## src/rtl/mem_arb_pkg.sv

```systemverilog
// Shared types and constants for the memory port arbiter: FSM states, mux select
// codes, requester indices and small index helpers.
package mem_arb_pkg;

    typedef enum logic [1:0] {
        IDLE   = 2'b00,
        ACCESS = 2'b01,
        RESP   = 2'b10
    } arb_state_e;

    localparam logic [1:0] SEL_REQ0 = 2'b00;
    localparam logic [1:0] SEL_REQ1 = 2'b01;
    localparam logic [1:0] SEL_REQ2 = 2'b10;
    localparam logic [1:0] SEL_IDLE = 2'b11;

    localparam logic [1:0] REQ_DATA  = 2'd0;
    localparam logic [1:0] REQ_FETCH = 2'd1;
    localparam logic [1:0] REQ_AUX   = 2'd2;

    localparam int unsigned NUM_REQ = 3;

    function automatic logic [2:0] idx_to_onehot(input logic [1:0] idx);
        logic [2:0] oh;
        case (idx)
            REQ_DATA:  oh = 3'b001;
            REQ_FETCH: oh = 3'b010;
            REQ_AUX:   oh = 3'b100;
            default:   oh = 3'b000;
        endcase
        return oh;
    endfunction

    // Reduces a value in 0..5 modulo 3.
    function automatic logic [1:0] wrap3(input logic [2:0] v);
        logic [2:0] r;
        r = (v >= 3'd3) ? (v - 3'd3) : v;
        return r[1:0];
    endfunction

endpackage

```

## src/rtl/arb_priority_pick.sv

```systemverilog
// Combinational circular priority picker over three requesters; the search begins
// at the start index and wraps 2 -> 0.
module arb_priority_pick
    import mem_arb_pkg::*;
(
    input  logic [2:0] req,
    input  logic [1:0] start,
    output logic       valid,
    output logic [1:0] winner
);

    logic [1:0] idx;

    // Walk from the lowest priority upward so the highest-priority hit is written last.
    always_comb begin
        valid  = 1'b0;
        winner = REQ_DATA;
        idx    = REQ_DATA;
        for (int i = 2; i >= 0; i--) begin
            idx = wrap3({1'b0, start} + 3'(i));
            if (req[idx]) begin
                valid  = 1'b1;
                winner = idx;
            end
        end
    end

endmodule

```

## src/rtl/mem_port_arbiter.sv

```systemverilog
// Shared memory port arbiter for data, fetch and aux requesters. Fixed priority by
// default; define MEM_ARB_ROUND_ROBIN_EN for round-robin arbitration.
module mem_port_arbiter #(
    parameter int unsigned TIMEOUT = 16,
    parameter int unsigned CNT_W   = $clog2(TIMEOUT)
) (
    input  logic       clk,
    input  logic       rst,
    input  logic [2:0] req,
    output logic [2:0] gnt,
    output logic [1:0] sel,
    output logic       mem_valid,
    input  logic       mem_ready,
    output logic [2:0] done,
    output logic       err,
    output logic       busy
);

    import mem_arb_pkg::*;

    arb_state_e state_q, state_d;
    logic [2:0] gnt_q, gnt_d;
    logic [1:0] sel_q, sel_d;
    logic       mem_valid_q, mem_valid_d;
    logic [2:0] done_q, done_d;
    logic       err_q, err_d;
    logic       busy_q, busy_d;
    logic [CNT_W-1:0] cnt_q, cnt_d;

    logic       pick_valid;
    logic [1:0] pick_winner;
    logic [1:0] pick_start;
    logic       timed_out;

    arb_priority_pick u_pick (
        .req    (req),
        .start  (pick_start),
        .valid  (pick_valid),
        .winner (pick_winner)
    );

`ifdef MEM_ARB_ROUND_ROBIN_EN
    logic [1:0] ptr_q, ptr_d;

    assign pick_start = wrap3({1'b0, ptr_q} + 3'd1);

    always_comb begin
        ptr_d = ptr_q;
        if (state_q == IDLE && pick_valid) begin
            ptr_d = pick_winner;
        end
    end

    always_ff @(posedge clk or negedge rst) begin
        if (!rst) begin
            ptr_q <= REQ_AUX;
        end else begin
            ptr_q <= ptr_d;
        end
    end
`else
    assign pick_start = REQ_DATA;
`endif

    assign timed_out = (cnt_q == CNT_W'(TIMEOUT - 1));

    always_comb begin
        state_d     = state_q;
        gnt_d       = gnt_q;
        sel_d       = sel_q;
        mem_valid_d = mem_valid_q;
        done_d      = 3'b000;
        err_d       = 1'b0;
        cnt_d       = cnt_q;

        unique case (state_q)
            IDLE: begin
                if (pick_valid) begin
                    state_d     = ACCESS;
                    gnt_d       = idx_to_onehot(pick_winner);
                    sel_d       = pick_winner;
                    mem_valid_d = 1'b1;
                    cnt_d       = '0;
                end
            end
            ACCESS: begin
                // A response in the final cycle still wins over the timeout.
                if (mem_ready || timed_out) begin
                    state_d     = RESP;
                    done_d      = gnt_q;
                    err_d       = !mem_ready;
                    gnt_d       = 3'b000;
                    sel_d       = SEL_IDLE;
                    mem_valid_d = 1'b0;
                end else begin
                    cnt_d = cnt_q + CNT_W'(1);
                end
            end
            RESP: begin
                state_d = IDLE;
            end
            default: begin
                state_d     = IDLE;
                gnt_d       = 3'b000;
                sel_d       = SEL_IDLE;
                mem_valid_d = 1'b0;
            end
        endcase

        busy_d = (state_d != IDLE);
    end

    always_ff @(posedge clk or negedge rst) begin
        if (!rst) begin
            state_q     <= IDLE;
            gnt_q       <= 3'b000;
            sel_q       <= SEL_IDLE;
            mem_valid_q <= 1'b0;
            done_q      <= 3'b000;
            err_q       <= 1'b0;
            busy_q      <= 1'b0;
            cnt_q       <= '0;
        end else begin
            state_q     <= state_d;
            gnt_q       <= gnt_d;
            sel_q       <= sel_d;
            mem_valid_q <= mem_valid_d;
            done_q      <= done_d;
            err_q       <= err_d;
            busy_q      <= busy_d;
            cnt_q       <= cnt_d;
        end
    end

    assign gnt       = gnt_q;
    assign sel       = sel_q;
    assign mem_valid = mem_valid_q;
    assign done      = done_q;
    assign err       = err_q;
    assign busy      = busy_q;

endmodule

```

## config.mk

```make
export PLATFORM = sky130hd
export DESIGN_NAME = mem_port_arbiter
export DESIGN_NICKNAME = d
export VERILOG_FILES = /design/src/rtl/mem_arb_pkg.sv /design/src/rtl/arb_priority_pick.sv /design/src/rtl/mem_port_arbiter.sv
export SDC_FILE = /design/constraint.sdc
export NUM_CORES = 1
export LEC_CHECK = 0
export ABC_CLOCK_PERIOD_IN_PS = 1800
export BUFFER_PORTS_ARGS = -buffer_cell sky130_fd_sc_hd__buf_2
export CAP_MARGIN = 30
export CORE_ASPECT_RATIO = 0.6
export CORE_MARGIN = 2
export CORE_UTILIZATION = 35
export CTS_BUF_LIST = sky130_fd_sc_hd__clkbuf_4
export CTS_CLUSTER_DIAMETER = 120
export DETAILED_ROUTE_END_ITERATION = 12
export PLACE_DENSITY_LB_ADDON = 0.12
export SYNTH_ARGS = -nofsm -noshare
export SYNTH_HDL_FRONTEND = slang
export SYNTH_SLANG_ARGS = --single-unit
export TNS_END_PERCENT = 30
```

## constraint.sdc

```tcl
create_clock -name clk -period 1.8 [get_ports clk]
set_clock_uncertainty 0.15 [all_clocks]
set_input_delay 0.18 -clock clk [delete_from_list [all_inputs] [get_ports clk]]
set_output_delay 0.18 -clock clk [all_outputs]
set_load 0.005 [all_outputs]
```

Yosys cells after proc, flatten, opt, wreduce, memory -nomap -nowiden
Index checks and enable logic that the tools add are counted.
{"block": "op_classes", "shift": 0, "addsub": 1, "multipliers": 0, "order_cmp": 0, "div": 0, "n_eq_ne": 8, "reduce_logical": 8, "bitwise_logic": 1, "mux": 26}
{"op": "$pmux W3 S3", "n": 2}
{"op": "$mux W2", "n": 7}
{"op": "$mux W3", "n": 4}
{"op": "$mux W4", "n": 2}
{"op": "$pmux W4 S2", "n": 1}
{"op": "$mux W1", "n": 7}
{"op": "$ne A2 B2 Y1 const B", "n": 3}
{"op": "$pmux W2 S3", "n": 1}
{"op": "$reduce_and A3 Y1", "n": 2}
{"op": "$add A4 B1 Y4 const B", "n": 1}
{"op": "$eq A2 B1 Y1 const B", "n": 2}
{"op": "$eq A2 B2 Y1 const B", "n": 2}
{"op": "$eq A4 B4 Y1 const B", "n": 1}
{"op": "$logic_not A2 Y1", "n": 2}
{"op": "$pmux W2 S2", "n": 1}
{"op": "$reduce_bool A2 Y1", "n": 2}
{"op": "$pmux W1 S3", "n": 1}
{"op": "$logic_not A1 Y1", "n": 1}
{"op": "$logic_or A1 B1 Y1", "n": 1}
{"op": "$not A1 Y1", "n": 1}
{"block": "totals", "latch_bits": 0, "rom_bits": 0, "output_inout_bits": 11, "mem_count": 0, "ram_bits": 0, "regBits": 17, "inputBits": 6, "word_cells": 52}

Depth between registers and ports, before layout
Gate-level depths: netlist of run 1.
{"block": "depth", "ltp_word": 7, "depth_mapped": 5, "depth_no_buf": 4}

Hierarchy
From an unflattened synthesis of run 1, not the netlist that was laid out.
{"block": "unflattened", "hier_cells": 91, "area_unflattened_um2": 963.4}
{"module": "mem_port_arbiter", "cells_per_inst": 64, "instances": 1, "area_per_inst_um2": 772.0, "seq_area_each_um2": 427.9}
{"module": "arb_priority_pick", "cells_per_inst": 27, "instances": 1, "area_per_inst_um2": 191.4, "seq_area_each_um2": 0.0}

Least setup slack after synthesis of run 1
No wires, ideal clock.
{"block": "synth_path", "path_type": "reg-to-reg", "from": "register cnt_q[0]", "to": "register cnt_q[3]", "setup_time_ps": 126, "stages_incl_launch_ff": 6, "t_arrival_ps": 1234, "period_less_slack_ps": 1510, "required_ps": 1524, "setup_slack_ps": 290, "n_path_buf": 1, "cell_sequence": "dfrtp_1 ha_1 nand3_2 and2_4 buf_6 a221o_1"}
{"block": "synth_via", "elab_chain_cells": 4, "word_cells_on_any_way": 7, "cone_classes": "1 x add/sub; 2 x eq/ne; 2 x mux; 2 x reduce/logical"}
{"element": "start: declaration", "line": "mem_port_arbiter.sv:28", "source": "logic [CNT_W-1:0] cnt_q, cnt_d;"}
{"element": "start signal: assignment", "line": "mem_port_arbiter.sv:131", "source": "cnt_q <= cnt_d;"}
{"element": "branches (longest 4 deep; another with $add A4 B1 Y4)"}
Parallel ways; which one is timed is not known. The select of a mux whose other input is x is not followed.
A chain may end at the register's enable or synchronous reset.

Final worst setup path of run 1
Same ends and word-level chain as after synthesis.

==> reports/metrics.yaml, run 1 <==
die_h_microns: 41.5
grt_pass1_vias: 648
routed_wl_microns: 1630
finalSetupViolCount: 0
syn-instance-count: 73
vias_per_cell: 4.93
finalCritPeriodShare_pct: 84.3
pre_cts_ws_ps: 295
die_area_sq_um: 2750
ant_nets: 0
clk_pin_slew_ps: 90
n_antenna_cell: 0
avgSynthCellArea_sq_um: 11.2
crit_path_top_delay_cell: "dfrtp_1"
path_max_fanout: 6
grt_max_degree: 18
power.density_nw_per_um2: 1370
p_leak_nw: 0.454
critical_path.cell_chain: "ha_1 -> nand3_2 -> a22oi_2 -> a221o_1"
cts_resized: 0
yosys_warnings: 0
stdcell_area_sq_um: 967
gp_congestion: 0.811
htreeDepth: 1
portBuffers: 16
numClockSinks: 17
routed-via-count: 606
root_buffer: "clkbuf_4"
cp.required_ps: 1830
dr.pass1.iters: 4
max_slew_margin_pct: 71.3
ys_seq_elements: 17
hold_violations: 0
setup_slack_ps: 283
grtUsageTotal_pct: 14.8
cts.path.max_buffers: 2
fmax_mhz: 659
critPathLaunchType: "flop"
num_rows: 13
dpl-instance-area_sq_um: 927
crit_type: "flop to flop"
final.setup.tns_ps: 0
yosysSeqAreaShare_pct: 52.3
layout_common_cells: "buf_2 (16), dfrtp_1 (15), inv_1 (6)"
rsz0062_at_grt: "false"
die_w_microns: 66.4
wire_per_inst_microns: 13.3
arrival_ps: 1550
clkLatencyLatePin_ps: 290
fill_cells: 223
grt-ovfl-total: 0
nets: 101
grt_pass1_wl_microns: 2960
syn_area_sq_um: 818
critPathMaxStageDelay_ps: 410
end_kind: "flop"
cts_tree: "built"
drc: 0
drt_iter0_drc: 30
finalCriticalPeriod_ps: 1520
synthToLayoutAreaGrowth_pct: 18.2
antenna_found_initial: 0
hpwl_microns: 1210
critPathTopFamily: "compound AO/OA/AOI/OAI gates"
fp.coreArea_sq_um: 2200
final_common_cell: "buf_2"
initial_core_util_pct: 37.3
ir_drop_uv: 525
syn_nets: 80
drv_slew: 0
cts_buffers: 3
status: "finished, final reports clean"
drive_gt1_share_pct: 33.3
hp-class: "input pin to flop"
crit_buf_inv: 0
synth_cell_types: 35
tightest_slew_ps: 428
drv_cap: 0
io_pins: 17
total_power_mw: 1.32
-- repair_timing --
item	4_1_cts	5_1_grt
hold endpoints to repair	17	0
hold buffers	1	0
buffers inserted	0	0
-- logic make-up (layout without fill, tap and decap cells) --
kind of cell             after synthesis  count (layout)  synth area share [%]
AO/OA/AOI/OAI                         19              19                  17.4
buffers and inverters                  9              29                  5.66
adder cells (fa/ha/maj)                1               1                  1.53
multiplexers                           2               2                  2.75
AND/OR/NAND/NOR                       25              25                  20.3
flip-flops                            17              17                  52.3
-- cell usage after synthesis --
library cell  instances  share of area [%]
nand2b_1              1               0.77
a21oi_1               4                2.4
a221o_1               1                1.2
ha_1                  1                1.5
o22ai_1               1               0.77
nor3b_1               1               0.92
and2_1                4                3.1
or3b_1                1                1.1
dfrtp_1              15                 46
nor3b_2               1                1.5
o2bb2ai_1             2                2.1
nand4b_1              1                1.1
nor3_2                1                1.2
o311ai_0              1                1.1
nand3b_1              1               0.92
nor3_1                2                1.2
nor2b_1               2                1.5
nor2_1                4                1.8
nand3_1               2                1.2
buf_4                 1               0.92
a22oi_1               2                1.8
nand3_2               1                1.2
dfstp_2               2                6.4
inv_1                 6                2.8
and2_4                1                1.1
mux2_2                2                2.8
o21ai_0               2                1.2
a22o_1                2                2.1
or4_1                 1               0.92
or3_1                 1               0.77
buf_2                 1               0.61
buf_6                 1                1.4
o21bai_1              2                1.8
a22oi_2               1                1.5
o311a_1               1                1.2
-- final timing paths --
path,endpoint,slack [ps],startpoint,cells past startpoint
min in group asynchronous,busy,200,rst,2
setup reg to reg,cnt_q[3],280,cnt_q[0],4
hold reg to reg,sel[1],350,sel[1],2
hold / removal,state_q[1],60,mem_ready,3
max in group asynchronous,sel[0],990,rst,2
setup / recovery,cnt_q[3],280,cnt_q[0],4
-- per-layer routing --
layer | vias to the layer above | routed length, microns | track usage [%]
met4 | 0 | 23 | 4.90
met5 | - | 0 | 0
li1 | 309 | - | -
met1 | 280 | 879 | 19.8
met2 | 12 | 641 | 21.4
met3 | 5 | 85 | 6.50
-- final cells by class --
class | count | area (sq um) | area share (%)
Clock buffer | 4 | 30.0 | 3.10
Timing Repair Buffer | 19 | 105 | 10.9
Inverter | 6 | 22.5 | 2.33
Tap cell | 30 | 37.5 | 3.88
Multi-Input combinational cell | 47 | 344 | 35.6
Sequential cell | 17 | 428 | 44.2
-- registers in the layout, summed over array words and instances, names as in the netlist --
signal and flops:
sel 2, mem_valid 1, state_q 2, cnt_q 4, busy 1, gnt 3, err 1, done 3
-- per-stage QoR --
step	util [%]	hold WS, ps	instances
2_1_floorplan	-	-266	73
3_3_place_gp	42.2	-23.6	118
3_5_place_dp	42.2	-29.9	118
4_1_cts	44.0	56.8	123
5_1_grt	44.0	80.7	123
6_report	44.0	63.7	123
-- where the power goes --
| group | internal, mW | total, mW | switching, mW |
|---|---|---|---|
| Combinational | 0.248 | 0.501 | 0.253 |
| Sequential | 0.517 | 0.605 | 0.0886 |
| Clock | 0.101 | 0.217 | 0.115 |
-- worst min-delay path, cell delays in order --
cell and delay [ps]:
buf_2 120, inv_1 50, a21oi_1 100
(Power assumes the default switching activity.)
==> inputs of run 2 (changes only) <==
--- a/config.mk
+++ b/config.mk
@@ -5,7 +5,7 @@
 export SDC_FILE = /design/constraint.sdc
 export NUM_CORES = 1
 export LEC_CHECK = 0
-export ABC_CLOCK_PERIOD_IN_PS = 1800
+export ABC_CLOCK_PERIOD_IN_PS = 1600
 export BUFFER_PORTS_ARGS = -buffer_cell sky130_fd_sc_hd__buf_2
 export CAP_MARGIN = 30
 export CORE_ASPECT_RATIO = 0.6
==> constraint.sdc (replaced) <==
create_clock -name clk -period 1.6 [get_ports clk]
set_clock_uncertainty 0.15 [all_clocks]
set_input_delay 0.16 -clock clk [delete_from_list [all_inputs] [get_ports clk]]
set_output_delay 0.16 -clock clk [all_outputs]
set_load 0.005 [all_outputs]
==> run 2 against run 1 <==
Effect of this change: setup slack worse by 170 ps; largest cell class unchanged; largest power group unchanged; global-route usage did not move; first-iteration DRC count increased by 23%; sequential power grew 13%; critical endpoint unchanged; via count fell by 0.50%.
==> reports/metrics.yaml, run 2 (same netlist as run 1, synthesis figures left out) <==
wl_met1_microns: 883  # +0.46%
layout_common_cells: "buf_2 (16), dfrtp_1 (15), inv_1 (6)"
ir_drop_uv: 592  # +13%
dr_wl_met3_microns: 85  # unchanged
grt_max_degree: 18  # unchanged
drt_iter0_drc: 37  # +23%
drive_gt1_share_pct: 34.4  # +1.1 points
max_slew_margin_pct: 71.4  # +0.14 points
die_area_sq_um: 2750  # unchanged
die_h_microns: 41.5  # unchanged
hp-class: "input pin to flop"
top_layer: "met4"
clk_pin_slew_ps: 90  # about the same
cts_buffers: 3  # unchanged
routed_wl_microns: 1620  # -0.43%
ant_nets: 0  # unchanged
arrival_ps: 1520  # -30 ps
hold_violations: 0  # unchanged
tightest_slew_ps: 426  # -2.11 ps
crit_type: "flop to flop"
finalCritPeriodShare_pct: 92.8  # +8.6 points
n_antenna_cell: 0  # unchanged
stdcell_area_sq_um: 977  # +1.0%
root_buffer: "clkbuf_4"
p_leak_nw: 0.452  # -0.51%
hold_slack_ps: 49.1  # -14.6 ps
dr_wl_met2_microns: 630  # -1.7%
htreeDepth: 1  # unchanged
cp.required_ps: 1630  # -200 ps
dpl-instance-area_sq_um: 927  # unchanged
rsz0062_at_grt: "false"
drv_cap: 0  # unchanged
routed-via-count: 603  # -0.50%
pre_cts_ws_ps: 95.5  # -200 ps
final_common_cell: "buf_2"
final.setup.tns_ps: 0  # unchanged
antenna_found_initial: 0  # unchanged
path_max_fanout: 4  # -2
dr.pass1.iters: 4  # unchanged
drv_slew: 0  # unchanged
cts_tree: "built"
finalCriticalPeriod_ps: 1490  # -31.2 ps
largest_reg_flops: 4  # unchanged
fmax_mhz: 673  # +2.1%
critical_path.cell_chain: "nor3b_2 -> a22oi_2 -> a221o_1"
grt-ovfl-total: 0  # unchanged
numClockSinks: 17  # unchanged
grt_pass1_vias: 648  # unchanged
num_rows: 13  # unchanged
nets: 101  # unchanged
power.density_nw_per_um2: 1530  # +12%
gp_congestion: 0.811  # about the same
hpwl_microns: 1210  # unchanged
fp.coreArea_sq_um: 2200  # unchanged
regMostFlops: "cnt_q"
die_w_microns: 66.4  # unchanged
finalSetupViolCount: 0  # unchanged
wire_per_inst_microns: 13.2  # -0.43%
grt_pass1_wl_microns: 2960  # unchanged
clkLatencyLatePin_ps: 290  # about the same
vias_per_cell: 4.90  # -0.50%
fin_util_pct: 44.5  # +0.46 points
portBuffers: 16  # unchanged
synthToLayoutAreaGrowth_pct: 19.4
status: "finished, final reports clean"
instances_no_fill: 123  # unchanged
total_power_mw: 1.50  # +13%
drc: 0  # unchanged
critPathLaunchType: "flop"
end_kind: "flop"
grtUsageTotal_pct: 14.8  # unchanged
io_pins: 17  # unchanged
dpl.cell_count: 118  # unchanged
crit_path_top_delay_cell: "dfrtp_1"
cts.path.max_buffers: 2  # unchanged
setup_slack_ps: 115  # -169 ps
initial_core_util_pct: 37.3  # unchanged
critPathMaxStageDelay_ps: 410  # about the same
-- run 2: cell count changes in the layout (fill, tap and decap cells not counted) --
| cell | before | now |
|---|---|---|
| ha_1 | 1 | 0 |
| nand3_4 | 0 | 1 |
| ha_2 | 0 | 1 |
| nand3_2 | 1 | 0 |
-- run 2: per-layer routing --
metal	global-route usage, %	vias up
met5	0	-
met3	6.50	5
met4	4.90	0
met1	19.8	276
met2	21.4	12
li1	-	310
-- run 2: area by class of cell --
type	instances	area (sq um)
clock buffer	4	30.0
fill	223	1220
inverter	6	22.5
multi-input combinational	47	354
sequential	17	428
tap	30	37.5
timing repair buffer	19	105
-- run 2: repair_timing --
item	in CTS	in global routing
resized for setup	0	2
buffers inserted	0	0
endpoints found under the hold margin	17	0
hold buffers	1	0
setup endpoints to repair	0	4
-- run 2: critical path: cells and delay by family, from the launching register on --
kind            cells  cell delay (ps)
flops               1              410
simple gates        1              300
compound gates      2              510
-- run 2: final timing paths --
check,startpoint,endpoint,slack (ps),cells after the start
max in group asynchronous,rst,sel[0],810,2
hold / removal,mem_ready,state_q[1],50,3
hold reg to reg,sel[1],sel[1],350,2
min in group asynchronous,rst,busy,170,2
setup reg to reg,state_q[1],cnt_q[3],110,3
setup / recovery,state_q[1],cnt_q[3],110,3
-- run 2: power by group --
group | internal [mW] | switching, mW
clock network | 0.114 | 0.130
logic | 0.281 | 0.287
registers | 0.581 | 0.104
total | 0.977 | 0.521
==> inputs of run 3 (changes only) <==
--- a/config.mk
+++ b/config.mk
@@ -11,7 +11,7 @@
 export CORE_ASPECT_RATIO = 0.6
 export CORE_MARGIN = 2
 export CORE_UTILIZATION = 35
-export CTS_BUF_LIST = sky130_fd_sc_hd__clkbuf_4
+export CTS_BUF_LIST = sky130_fd_sc_hd__clkbuf_4 sky130_fd_sc_hd__clkbuf_8
 export CTS_CLUSTER_DIAMETER = 120
 export DETAILED_ROUTE_END_ITERATION = 12
 export PLACE_DENSITY_LB_ADDON = 0.12
==> run 3 against run 2 <==
Effect of this change: sequential power barely moved; final cell count is the same; die area unchanged.
==> reports/metrics.yaml, run 3 (same netlist as run 1, synthesis figures left out) <==
drv_slew: 0  # unchanged
power.density_nw_per_um2: 1590  # +3.9%
io_pins: 17  # unchanged
crit_path_top_delay_cell: "dfrtp_1"
finalCriticalPeriod_ps: 1490  # -0.0690 ps
vias_per_cell: 4.86  # -0.83%
hold_violations: 0  # unchanged
final_common_cell: "buf_2"
arrival_ps: 1470  # -50 ps
grtUsageTotal_pct: 14.4  # -0.34 points
routed-via-count: 598  # -0.83%
numClockSinks: 17  # unchanged
htreeDepth: 1  # unchanged
final.setup.tns_ps: 0  # unchanged
num_rows: 13  # unchanged
r2r-start: "state_q[1]"
wire_per_inst_microns: 13.1  # -0.49%
finalCritPeriodShare_pct: 92.8  # about the same
ant_nets: 0  # unchanged
ir_drop_uv: 551  # -6.9%
synthToLayoutAreaGrowth_pct: 21.7
grt_max_degree: 18  # unchanged
rsz0062_at_grt: "false"
portBuffers: 16  # unchanged
p_leak_nw: 0.459  # +1.7%
critPathLaunchType: "flop"
gp_congestion: 0.811  # unchanged
post_cts_buffers: 0  # unchanged
drive_gt1_share_pct: 34.4  # unchanged
hp-class: "input pin to flop"
nets: 101  # unchanged
cts.path.max_buffers: 2  # unchanged
cp.required_ps: 1590  # -40 ps
clk_pin_slew_ps: 60  # -30 ps
antenna_found_initial: 0  # unchanged
ff2ff_path_depth: 3  # unchanged
finalSetupViolCount: 0  # unchanged
status: "finished, final reports clean"
regMostFlops: "cnt_q"
clkLatencyLatePin_ps: 250  # -40 ps
crit_start: "state_q[1]"
grt-ovfl-total: 0  # unchanged
die_h_microns: 41.5  # unchanged
drc: 0  # unchanged
critical_path.cell_chain: "nor3b_2 -> a22oi_2 -> a221o_1"
die_w_microns: 66.4  # unchanged
critPathTopFamily: "compound AO/OA/AOI/OAI gates"
hpwl_microns: 1210  # unchanged
root_buffer: "clkbuf_8"
dr.pass1.iters: 4  # unchanged
n_antenna_cell: 0  # unchanged
critPathMaxStageDelay_ps: 400  # about the same
grt_pass1_wl_microns: 2930  # -0.95%
path_max_fanout: 4  # unchanged
fmax_mhz: 673  # about the same
end_kind: "flop"
drt_iter0_drc: 30  # -19%
routed_wl_microns: 1620  # -0.49%
rrSetupSlack_ps: 110  # about the same
cts_tree: "built"
die_area_sq_um: 2750  # unchanged
drv_cap: 0  # unchanged
fin_util_pct: 45.4  # +0.85 points
fp.coreArea_sq_um: 2200  # unchanged
largest_reg_flops: 4  # unchanged
hp-start: "mem_ready"
max_slew_margin_pct: 72.8  # +1.4 points
layout_common_cells: "buf_2 (16), dfrtp_1 (15), inv_1 (6)"
initial_core_util_pct: 37.3  # unchanged
fill_cells: 222  # -0.45%
grt_pass1_vias: 642  # -0.93%
endpoint: "cnt_q[3]"
r2r_end: "cnt_q[3]"
crit_buf_inv: 0  # unchanged
tightest_slew_ps: 406  # -20.5 ps
cts_buffers: 3  # unchanged
crit_type: "flop to flop"
cp.depth: 3  # unchanged
## run 3: cell types whose count changed in the layout (fill, tap and decap cells not counted)
cell      previous run  this run
clkbuf_4             4         1
clkbuf_8             0         3
## run 3: through the flow
step | power [mW] | instances | instance area, sq um | hold slack, ps | setup slack (ps)
5_1_grt | 1.73 | 123 | 996 | 122 | 12.5
3_3_place_gp | 1.26 | 118 | 927 | -43.6 | 111
4_1_cts | 1.61 | 123 | 986 | 91.4 | 82.7
2_1_floorplan | 1.07 | 73 | 818 | -286 | 89.7
6_report | 1.59 | 123 | 996 | 89.8 | 115
3_5_place_dp | 1.26 | 118 | 927 | -49.9 | 95.5
## run 3: how the worst min path moves through the flow
stage	cells past startpoint	end
2_1_floorplan	0	busy
3_3_place_gp	1	busy
3_5_place_dp	1	busy
4_1_cts	3	state_q[1]
5_1_grt	3	state_q[1]
6_report	3	state_q[1]
## run 3: repair_timing
action | CTS | global route
resized for setup | 0 | 2
endpoints found under the setup margin | 0 | 4
endpoints found under the hold margin | 17 | 0
hold buffers | 1 | 0
## run 3: worst min-delay path, stage by stage
cell	delay, ps
buf_2	120
inv_1	50
a21oi_1	100
## run 3: area by class of cell
class	count	area, sq um	area share, %
Sequential cell	17	428	43.0
Multi-Input combinational cell	47	354	35.6
Timing Repair Buffer	19	105	10.6
Clock buffer	4	48.8	4.90
Tap cell	30	37.5	3.77
Inverter	6	22.5	2.26
## run 3: per-layer routing
layer	GRT usage (%)	part of all wire, %
met1	19.8	56
met3	6.50	5.1
met5	0	0
met4	2.45	0.74
met2	21.4	38
## run 3: report_power, final
| part | switching (mW) | total, mW | internal [mW] |
|---|---|---|---|
| combinational | 0.289 | 0.570 | 0.281 |
| sequential | 0.104 | 0.687 | 0.583 |
| clock | 0.136 | 0.330 | 0.194 |
